### src/rtl/wg_trig_seq_pkg.sv
// wg_trig_seq_pkg: sequencer state encoding and default widths shared with squarewave_gen
package wg_trig_seq_pkg;
   typedef enum logic [1:0] {ST_IDLE, ST_WAIT_EXT, ST_RUN} state_t;
   localparam int WG_PERIOD_WIDTH = 32;
   localparam int WG_COUNT_WIDTH  = 16;
   localparam int WG_SYNC_STAGES  = 2;
endpackage

### src/rtl/wg_trig_seq_sync_edge.sv
// wg_trig_seq_sync_edge: multi-flop synchroniser followed by a registered rising-edge pulse
module wg_trig_seq_sync_edge #(
   parameter int STAGES = 2
) (
   input  logic CLK,
   input  logic RST,
   input  logic D,
   output logic PULSE
);
   logic [STAGES-1:0] sync_q;
   logic              prev;
   always_ff @(posedge CLK) begin
      if (RST) begin
         sync_q <= '0;
         prev   <= 1'b0;
         PULSE  <= 1'b0;
      end else begin
         sync_q <= {sync_q[STAGES-2:0], D};
         prev   <= sync_q[STAGES-1];
         PULSE  <= sync_q[STAGES-1] & ~prev;
      end
   end
endmodule

### src/rtl/wg_trig_seq.sv
// wg_trig_seq: armed burst of evenly spaced trigger pulses, optionally gated by an external edge
module wg_trig_seq
   import wg_trig_seq_pkg::*;
#(
   parameter int PERIOD_WIDTH = WG_PERIOD_WIDTH,
   parameter int COUNT_WIDTH  = WG_COUNT_WIDTH,
   parameter int SYNC_STAGES  = WG_SYNC_STAGES
) (
   input  logic                    CLK,
   input  logic                    RST,
   input  logic [PERIOD_WIDTH-1:0] CFG_PERIOD,
   input  logic [COUNT_WIDTH-1:0]  CFG_NUM,
   input  logic                    CFG_EXT,
   input  logic                    EXT_TRIG,
   input  logic                    ARM,
   input  logic                    ABORT,
   output logic                    TRIG_OUT,
   output logic                    BUSY,
   output logic                    DONE,
   output logic [COUNT_WIDTH-1:0]  TRIG_CNT
);
   state_t                  state;
   logic [PERIOD_WIDTH-1:0] per_m1;
   logic [PERIOD_WIDTH-1:0] cnt;
   logic [COUNT_WIDTH-1:0]  num;
   logic [PERIOD_WIDTH-1:0] cfg_m1;
   logic                    ext_pulse;
   logic                    last;

   wg_trig_seq_sync_edge #(.STAGES(SYNC_STAGES)) u_sync (
      .CLK   (CLK),
      .RST   (RST),
      .D     (EXT_TRIG),
      .PULSE (ext_pulse)
   );

   // cnt holds cycles remaining until the next trigger minus one, so period 0 and 1 both reload 0
   assign cfg_m1 = (CFG_PERIOD == '0) ? '0 : CFG_PERIOD - PERIOD_WIDTH'(1);
   assign last   = (num != '0) && TRIG_OUT && (TRIG_CNT == num);

   always_ff @(posedge CLK) begin
      if (RST) begin
         state    <= ST_IDLE;
         TRIG_OUT <= 1'b0;
         BUSY     <= 1'b0;
         DONE     <= 1'b0;
         TRIG_CNT <= '0;
         per_m1   <= '0;
         cnt      <= '0;
         num      <= '0;
      end else begin
         TRIG_OUT <= 1'b0;
         DONE     <= 1'b0;
         if (ABORT) begin
            state <= ST_IDLE;
            BUSY  <= 1'b0;
         end else begin
            case (state)
               ST_IDLE: begin
                  if (ARM) begin
                     per_m1   <= cfg_m1;
                     cnt      <= cfg_m1;
                     num      <= CFG_NUM;
                     BUSY     <= 1'b1;
                     state    <= CFG_EXT ? ST_WAIT_EXT : ST_RUN;
                     TRIG_OUT <= ~CFG_EXT;
                     TRIG_CNT <= CFG_EXT ? '0 : COUNT_WIDTH'(1);
                  end
               end
               ST_WAIT_EXT: begin
                  if (ext_pulse) begin
                     state    <= ST_RUN;
                     TRIG_OUT <= 1'b1;
                     TRIG_CNT <= TRIG_CNT + COUNT_WIDTH'(1);
                     cnt      <= per_m1;
                  end
               end
               ST_RUN: begin
                  if (last) begin
                     state <= ST_IDLE;
                     BUSY  <= 1'b0;
                     DONE  <= 1'b1;
                  end else if (cnt == '0) begin
                     TRIG_OUT <= 1'b1;
                     TRIG_CNT <= TRIG_CNT + COUNT_WIDTH'(1);
                     cnt      <= per_m1;
                  end else begin
                     cnt <= cnt - PERIOD_WIDTH'(1);
                  end
               end
               default: state <= ST_IDLE;
            endcase
         end
      end
   end
endmodule
### config.mk
export PLATFORM = sky130hd
export DESIGN_NAME = wg_trig_seq
export DESIGN_NICKNAME = d
export VERILOG_FILES = /design/src/rtl/wg_trig_seq_pkg.sv /design/src/rtl/wg_trig_seq_sync_edge.sv /design/src/rtl/wg_trig_seq.sv
export SDC_FILE = /design/constraint.sdc
export NUM_CORES = 1
export LEC_CHECK = 0
export ABC_AREA = 0
export CAP_MARGIN = 25
export CORE_ASPECT_RATIO = 0.8
export CORE_UTILIZATION = 50
export DETAILED_ROUTE_END_ITERATION = 8
export GPL_ROUTABILITY_DRIVEN = 0
export PLACE_DENSITY = 0.76
export SLEW_MARGIN = 10
export SYNTH_ARGS = -nofsm -noshare
export SYNTH_HDL_FRONTEND = slang
export SYNTH_SLANG_ARGS = --single-unit
### constraint.sdc
create_clock -name CLK -period 2.8 [get_ports CLK]
set_clock_uncertainty 0.05 [all_clocks]
set_input_delay 0.28 -clock CLK [delete_from_list [all_inputs] [get_ports CLK]]
set_output_delay 0.28 -clock CLK [all_outputs]
set_load 0.02 [all_outputs]
Word-level counts from Yosys, hierarchy flattened
Cells that the tools add are included.
{"block": "classes", "add_sub_neg": 3, "n_eq_ne": 8, "muxes": 26, "bitwise": 5, "n_reduce_logical": 15}
{"cell": "2-to-1 mux 32 bit", "count": 5}
{"cell": "one-hot mux 32 bit (3 select lines)", "count": 1}
{"cell": "zero test 32 bit", "count": 2}
{"cell": "2-to-1 mux 16 bit", "count": 4}
{"cell": "subtractor 32 x 1 -> 32 bit, second input constant", "count": 2}
{"cell": "one-hot mux 16 bit (3 select lines)", "count": 1}
{"cell": "adder 16 x 1 -> 16 bit, second input constant", "count": 1}
{"cell": "== test 16 bit", "count": 1}
{"cell": "nonzero test 16 bit", "count": 1}
{"cell": "AND reduction 3 bit", "count": 3}
{"cell": "2-to-1 mux 1 bit", "count": 8}
{"cell": "2-to-1 mux 2 bit", "count": 4}
{"cell": "!= test 2 bit, second input constant", "count": 4}
{"cell": "one-hot mux 2 bit (3 select lines)", "count": 1}
{"cell": "AND reduction 6 bit", "count": 1}
{"cell": "AND reduction 5 bit", "count": 1}
{"cell": "NOT 1 bit", "count": 4}
{"cell": "one-hot mux 1 bit (3 select lines)", "count": 1}
{"cell": "nonzero test 3 bit", "count": 1}
{"cell": "OR reduction 3 bit", "count": 1}
{"cell": "== test 2 x 1 -> 1 bit, second input constant", "count": 1}
{"cell": "== test 2 bit, second input constant", "count": 1}
{"cell": "logical AND 1 bit", "count": 2}
{"cell": "zero test 2 bit", "count": 1}
{"cell": "5 further kinds", "count": 5}
{"block": "totals", "reg_bits": 105, "inputBits": 54, "out_inout_bits": 19, "word_cells": 68}

Logic depth before layout (Yosys ltp)
{"block": "depth", "word_depth": 5, "mapped_depth": 11, "mapped_depth_nobuf": 9}

Modules after synthesis
Synthesis repeated with hierarchy kept, for this count alone.
{"block": "unflattened", "hier_cells": 756, "area_unflattened_um2": 5989.5}
{"module": "wg_trig_seq", "instances": 1, "cells_each": 748, "area_per_inst_um2": 5878.1, "seq_area_each_um2": 2021.9}
{"module": "wg_trig_seq_sync_edge", "instances": 1, "cells_each": 8, "area_per_inst_um2": 111.4, "seq_area_each_um2": 80.1}

Worst setup path after synthesis
OpenSTA, ideal clock, no wires.
{"block": "synth_path", "path_type": "register -> register", "startpoint": "register cnt[12]", "endpoint": "register TRIG_CNT[11]", "setup_time_ns": 0.117, "arrival_ns": 2.498, "required_ns": 2.633, "slack_ns": 0.135, "path_stages_with_launch": 10, "n_path_buf": 2, "synth_period_minus_slack_ns": 2.665, "path_cell_list": "dfxtp_1 -> or3_4 -> or3_1 -> buf_6 -> o31a_1 -> buf_6 -> nor2_4 -> or4b_2 -> xnor2_1 -> nor2_1"}
{"block": "synth_via", "elab_chain_len": 3}
{"item": "start: declaration", "line": "wg_trig_seq.sv:24", "rtl": "logic [PERIOD_WIDTH-1:0] cnt;"}
{"item": "start signal: assignment", "line": "wg_trig_seq.sv:62", "rtl": "cnt <= cfg_m1;"}
{"item": "start signal: assignment", "line": "wg_trig_seq.sv:75", "rtl": "cnt <= per_m1;"}
{"item": "start signal: assignment", "line": "wg_trig_seq.sv:86", "rtl": "cnt <= per_m1;"}
{"item": "zero test 32 bit", "line": "wg_trig_seq.sv:83", "rtl": "end else if (cnt == '0) begin"}
{"item": "!= test 2 bit (no line)"}
{"item": "AND reduction 6 bit (no line)"}
{"item": "end signal: assignment", "line": "wg_trig_seq.sv:67", "rtl": "TRIG_CNT <= CFG_EXT ? '0 : COUNT_WIDTH'(1);"}
{"item": "end signal: assignment", "line": "wg_trig_seq.sv:74", "rtl": "TRIG_CNT <= TRIG_CNT + COUNT_WIDTH'(1);"}
{"item": "end signal: assignment", "line": "wg_trig_seq.sv:85", "rtl": "TRIG_CNT <= TRIG_CNT + COUNT_WIDTH'(1);"}
{"item": "end: declaration", "line": "wg_trig_seq.sv:20", "rtl": "output logic [COUNT_WIDTH-1:0] TRIG_CNT"}
No other way between the ends.
A chain may end at the register's enable or synchronous reset.

Final worst setup path
Same ends and word-level chain as after synthesis.

==> results.md <==
Finish:
- The number of nets in the layout is 950.
- In the layout the commonest cells are sky130_fd_sc_hd__nand2_1 (106), sky130_fd_sc_hd__dfxtp_1 (105), sky130_fd_sc_hd__a21oi_1 (71), sky130_fd_sc_hd__clkdlybuf4s50_1 (71), sky130_fd_sc_hd__nor2_1 (65).
- The most common cell after layout, fill and taps aside is sky130_fd_sc_hd__nand2_1.
- The post-synthesis to final-layout area growth is 24.5%.
- The post-route netlist has a little over a tenth of its cells at a drive strength greater than 1.
- The antenna diode count is 0.

Clock tree:
- The deepest clock path buffer count is 2.
- In this run the number of H-tree levels came out at 3.
- The quantity of hold-fixing buffers added after cts is 0.
- TritonCTS built the clock tree.
- The number of clock buffers added by TritonCTS is 9.
- The clock tree root driver cell is sky130_fd_sc_hd__clkbuf_16.
- After clock tree synthesis, the clock-pin slew on the worst setup and hold paths is 0.07 ns.
- The number of clock sinks is between 100 and 150.
- The insertion delay of the later-clocked pin in the worst-skew pair is 0.35 ns.

Synthesis:
- Counting distinct cell types in the post-synthesis netlist gives 61.
- After synthesis the netlist holds a flip-flop and latch count of about 110.
- The mapped cell area is between 0.006 and 0.007 mm2.
- In this run, synthesis inferred 0 flip-flops with an integrated enable.
- The number of nets handed over by synthesis was 850.
- In the synthesized netlist the async set-or-reset flop fraction comes to 0%.
- Among all flip-flop cells after synthesis, the most frequent one is sky130_fd_sc_hd__dfxtp_1.
- Dividing the synthesized area by the synthesized cell count gives roughly 7.7 um2.
- The yosys synthesis warning count is 0.
- The fraction of the yosys area taken by sequential cells is 34.5%.
- Counting every instance in the synthesized netlist gives just under 800.

Setup path:
- The data arrival time of the critical path is around 2.9 ns.
- Across all register-to-register paths, the minimum setup slack is about 0.11 ns.
- In this run the worst path has a maximum fanout of 6.
- The origin of the worst setup path is cnt[12].
- The number of gates on the worst path with buffers counted is 7.
- The worst register-to-register path begins at cnt[12].
- The worst setup path is launched from a register.
- The critical path is of the register to register type.
- Traced cell by cell, the critical path runs through or3_4 -> or3_4 -> o31a_1 -> nor2_4 -> or4b_2 -> xnor2_1 -> nor2_1.
- Counting cells, the worst reg-to-reg path comes to 7.
- The element type at the critical path end is a register.
- The kind of cell with the highest combined delay on the critical path is simple AND/OR/NAND/NOR gates.
- In this design, the stage delay of the slowest critical-path cell is between 0.6 and 0.7 ns.
- The required arrival time at the worst endpoint is approximately 3 ns.
- The most critical setup path has its endpoint at TRIG_CNT[11].
- The critical register-to-register path endpoint is TRIG_CNT[11].
- On the critical path, the stage with the largest delay is an instance of sky130_fd_sc_hd__or4b_2.
- The buffering stage count on the worst path with inverters included is 0.
- Counting stages on the worst path, the most repeated cell is sky130_fd_sc_hd__or3_4.

Power:
- The static leakage is around 2.7 nW.
- The total power after layout is 3.81 mW.
- The power per cell area is around 500 mW/mm2.
- The worst voltage drop across the vdd grid is between 0.0003 and 0.0004 V.

Timing:
- The final number of hold-violating endpoints is 0.
- The final count of pins violating max slew came to 0.
- The time the final worst path needs with I/O delays and setup is 2.69 ns.
- Static timing analysis puts the maximum clock frequency at about 370 MHz.
- The transition time of the tightest slew-check pin is slightly above 0.8 ns.
- Setup repair after global routing left no endpoint under its margin.
- The setup total negative slack is 0 ns.
- The part of the cycle the worst path needs is between 90 and 100%.
- Headroom to the max-slew limit came out at between 40% and 50%.
- The setup slack of the critical path after layout is 0.108 ns.
- Setup violations remaining at the end of the flow were counted as 0.

Global routing:
- The first-pass GRT wire length is between 20 and 30 mm.
- Entering global routing, the biggest net connects 74 pins.
- Global routing finished with a remaining overflow of 0.
- The initial antenna violation count is 0.
- The global routing usage summed across all routing layers is 29.7%.
- The via count of the first global-routing pass is slightly above 6000.

Detailed routing:
- The first detailed-routing pass ran for 8 iterations.
- The routed layout has 6469 vias.
- The final wirelength is around 18 mm.
- The routed via count divided by cell count is approximately 6.2.
- In the routed design, unresolved DRC markers number 2.
- The average detailed-routed wire length per instance is 17.7 um.
- The detail route stage leaves a number of antenna-violating nets equal to 0.
- The violation count after the first detailed-route iteration is 704.

Floorplan:
- The floorplan has 35 rows.
- The floorplan step set the die height to ~100 um.
- The core region is about 0.012 mm2.
- Measured along the x axis, the die boundary spans ~130 um.
- The starting density of the core is around 52%.
- The die covers 0.0126 mm2.
- The number of top-level design ports is 73.

Run status:
- The run finished, with violations left.
- The final reports fail on design-rule violations.

Placement:
- Input and output buffers added on the ports amount to between 70 and 80.
- The placed wire-length estimate after detailed placement is between 10 and 15 mm.
- The worst-case setup slack after placement is -0.329 ns.

Job:
- The max-capacitance violation count is 0.

Worst hold path:
- Along the worst hold path, the cell count comes to 1.
- The type of the tightest min-delay check is register to register.
-- power by group --
part	total [mW]	internal [mW]	switching, mW	leakage, nW
Combinational	0.986	0.427	0.559	1.74
Sequential	1.66	1.58	0.0822	0.856
Clock	1.17	0.624	0.544	0.122
-- logic make-up after synthesis --
family,after synthesis,synth area share (%)
XOR/XNOR,69,9.92
AND/OR/NAND/NOR,352,28.9
buffers and inverters,58,4.06
AO/OA/AOI/OAI,190,20.1
adder cells (fa/ha/maj),9,1.85
multiplexers,4,0.698
flip-flops,105,34.5
-- cell usage after synthesis, types with 3 or more instances --
cell type	count	area (um2)
sky130_fd_sc_hd__a2111oi_0	3	26.3
sky130_fd_sc_hd__a211oi_1	4	30.0
sky130_fd_sc_hd__a21o_1	5	37.5
sky130_fd_sc_hd__a21oi_1	71	355
sky130_fd_sc_hd__a221o_1	7	70.1
sky130_fd_sc_hd__a221oi_1	5	43.8
sky130_fd_sc_hd__a22oi_1	7	52.6
sky130_fd_sc_hd__a31oi_1	5	31.3
sky130_fd_sc_hd__a32o_1	9	90.1
sky130_fd_sc_hd__and3_1	4	25.0
sky130_fd_sc_hd__buf_2	6	30.0
sky130_fd_sc_hd__buf_6	3	33.8
sky130_fd_sc_hd__clkbuf_1	38	143
sky130_fd_sc_hd__dfxtp_1	105	2100
sky130_fd_sc_hd__ha_1	9	113
sky130_fd_sc_hd__inv_1	10	37.5
sky130_fd_sc_hd__nand2_1	106	398
sky130_fd_sc_hd__nand2b_1	4	25.0
sky130_fd_sc_hd__nand3_1	23	115
sky130_fd_sc_hd__nand4_1	12	75.1
sky130_fd_sc_hd__nor2_1	66	248
sky130_fd_sc_hd__nor2b_1	7	43.8
sky130_fd_sc_hd__nor3_1	47	235
sky130_fd_sc_hd__nor4_1	24	150
sky130_fd_sc_hd__nor4b_1	3	26.3
sky130_fd_sc_hd__o211ai_1	4	30.0
sky130_fd_sc_hd__o21ai_0	36	180
sky130_fd_sc_hd__o221ai_1	3	26.3
sky130_fd_sc_hd__o31ai_1	10	75.1
sky130_fd_sc_hd__o41ai_1	5	43.8
sky130_fd_sc_hd__or2_2	6	37.5
sky130_fd_sc_hd__or3_1	20	125
sky130_fd_sc_hd__or4_1	13	97.6
sky130_fd_sc_hd__xnor2_1	45	394
sky130_fd_sc_hd__xor2_1	24	210
-- worst min-delay path by stage --
| stage | endpoint | slack (ns) | startpoint |
|---|---|---|---|
| 2_1_floorplan | u_sync.PULSE | 0.32 | u_sync.prev |
| 3_3_place_gp | u_sync.PULSE | 0.33 | u_sync.prev |
| 3_5_place_dp | u_sync.PULSE | 0.33 | u_sync.prev |
| 4_1_cts | u_sync.PULSE | 0.34 | u_sync.prev |
| 5_1_grt | u_sync.PULSE | 0.35 | u_sync.prev |
| 6_report | u_sync.PULSE | 0.34 | u_sync.prev |
-- through the flow --
stage	util (%)	cells	cell area (um2)	hold slack (ns)
CTS	64.8	1039	7580	0.345
global route	64.9	1039	7590	0.353
detailed placement	62.5	1024	7310	0.332
floorplan	-	787	6090	0.317
global placement	62.5	1024	7310	0.329
finish	64.9	1039	7590	0.342
-- sequential cells by signal (all words and copies together), names as in the netlist --
| signal | cells |
|---|---|
| cnt | 32 |
| per_m1 | 32 |
| TRIG_CNT | 16 |
| num | 16 |
| state | 2 |
| u_sync.sync_q | 2 |
| BUSY | 1 |
| DONE | 1 |
| TRIG_OUT | 1 |
| u_sync.PULSE | 1 |
| u_sync.prev | 1 |
-- worst register-to-register path: cells and delay by family, from the launching register on --
| kind | cells | cell delay [ns] |
|---|---|---|
| AO/OA/AOI/OAI | 1 | 0.41 |
| AND/OR/NAND/NOR | 5 | 1.59 |
| XOR/XNOR | 1 | 0.17 |
| flip-flops | 1 | 0.36 |
-- cell type report --
cell class	instances	area, um2
clock buffer	13	250
multi-input combinational	624	3770
tap	148	185
timing repair buffer	136	1220
inverter	11	41.3
sequential	105	2100
fill	999	4100
clock inverter	2	15.0
-- per-layer routing --
layer	vias up	track usage, %	wire, um
met1	3067	39.6	8220
li1	3068	-	-
met2	303	48.3	8340
met5	-	0	0
met3	31	6.79	1580
met4	0	8.16	276
-- what timing repair did --
action,4_1_cts,5_1_grt
endpoints found under the setup margin,0,10
resized for setup,0,5
buffers inserted,0,0
No activity file was read; power rests on OpenSTA's default activity.
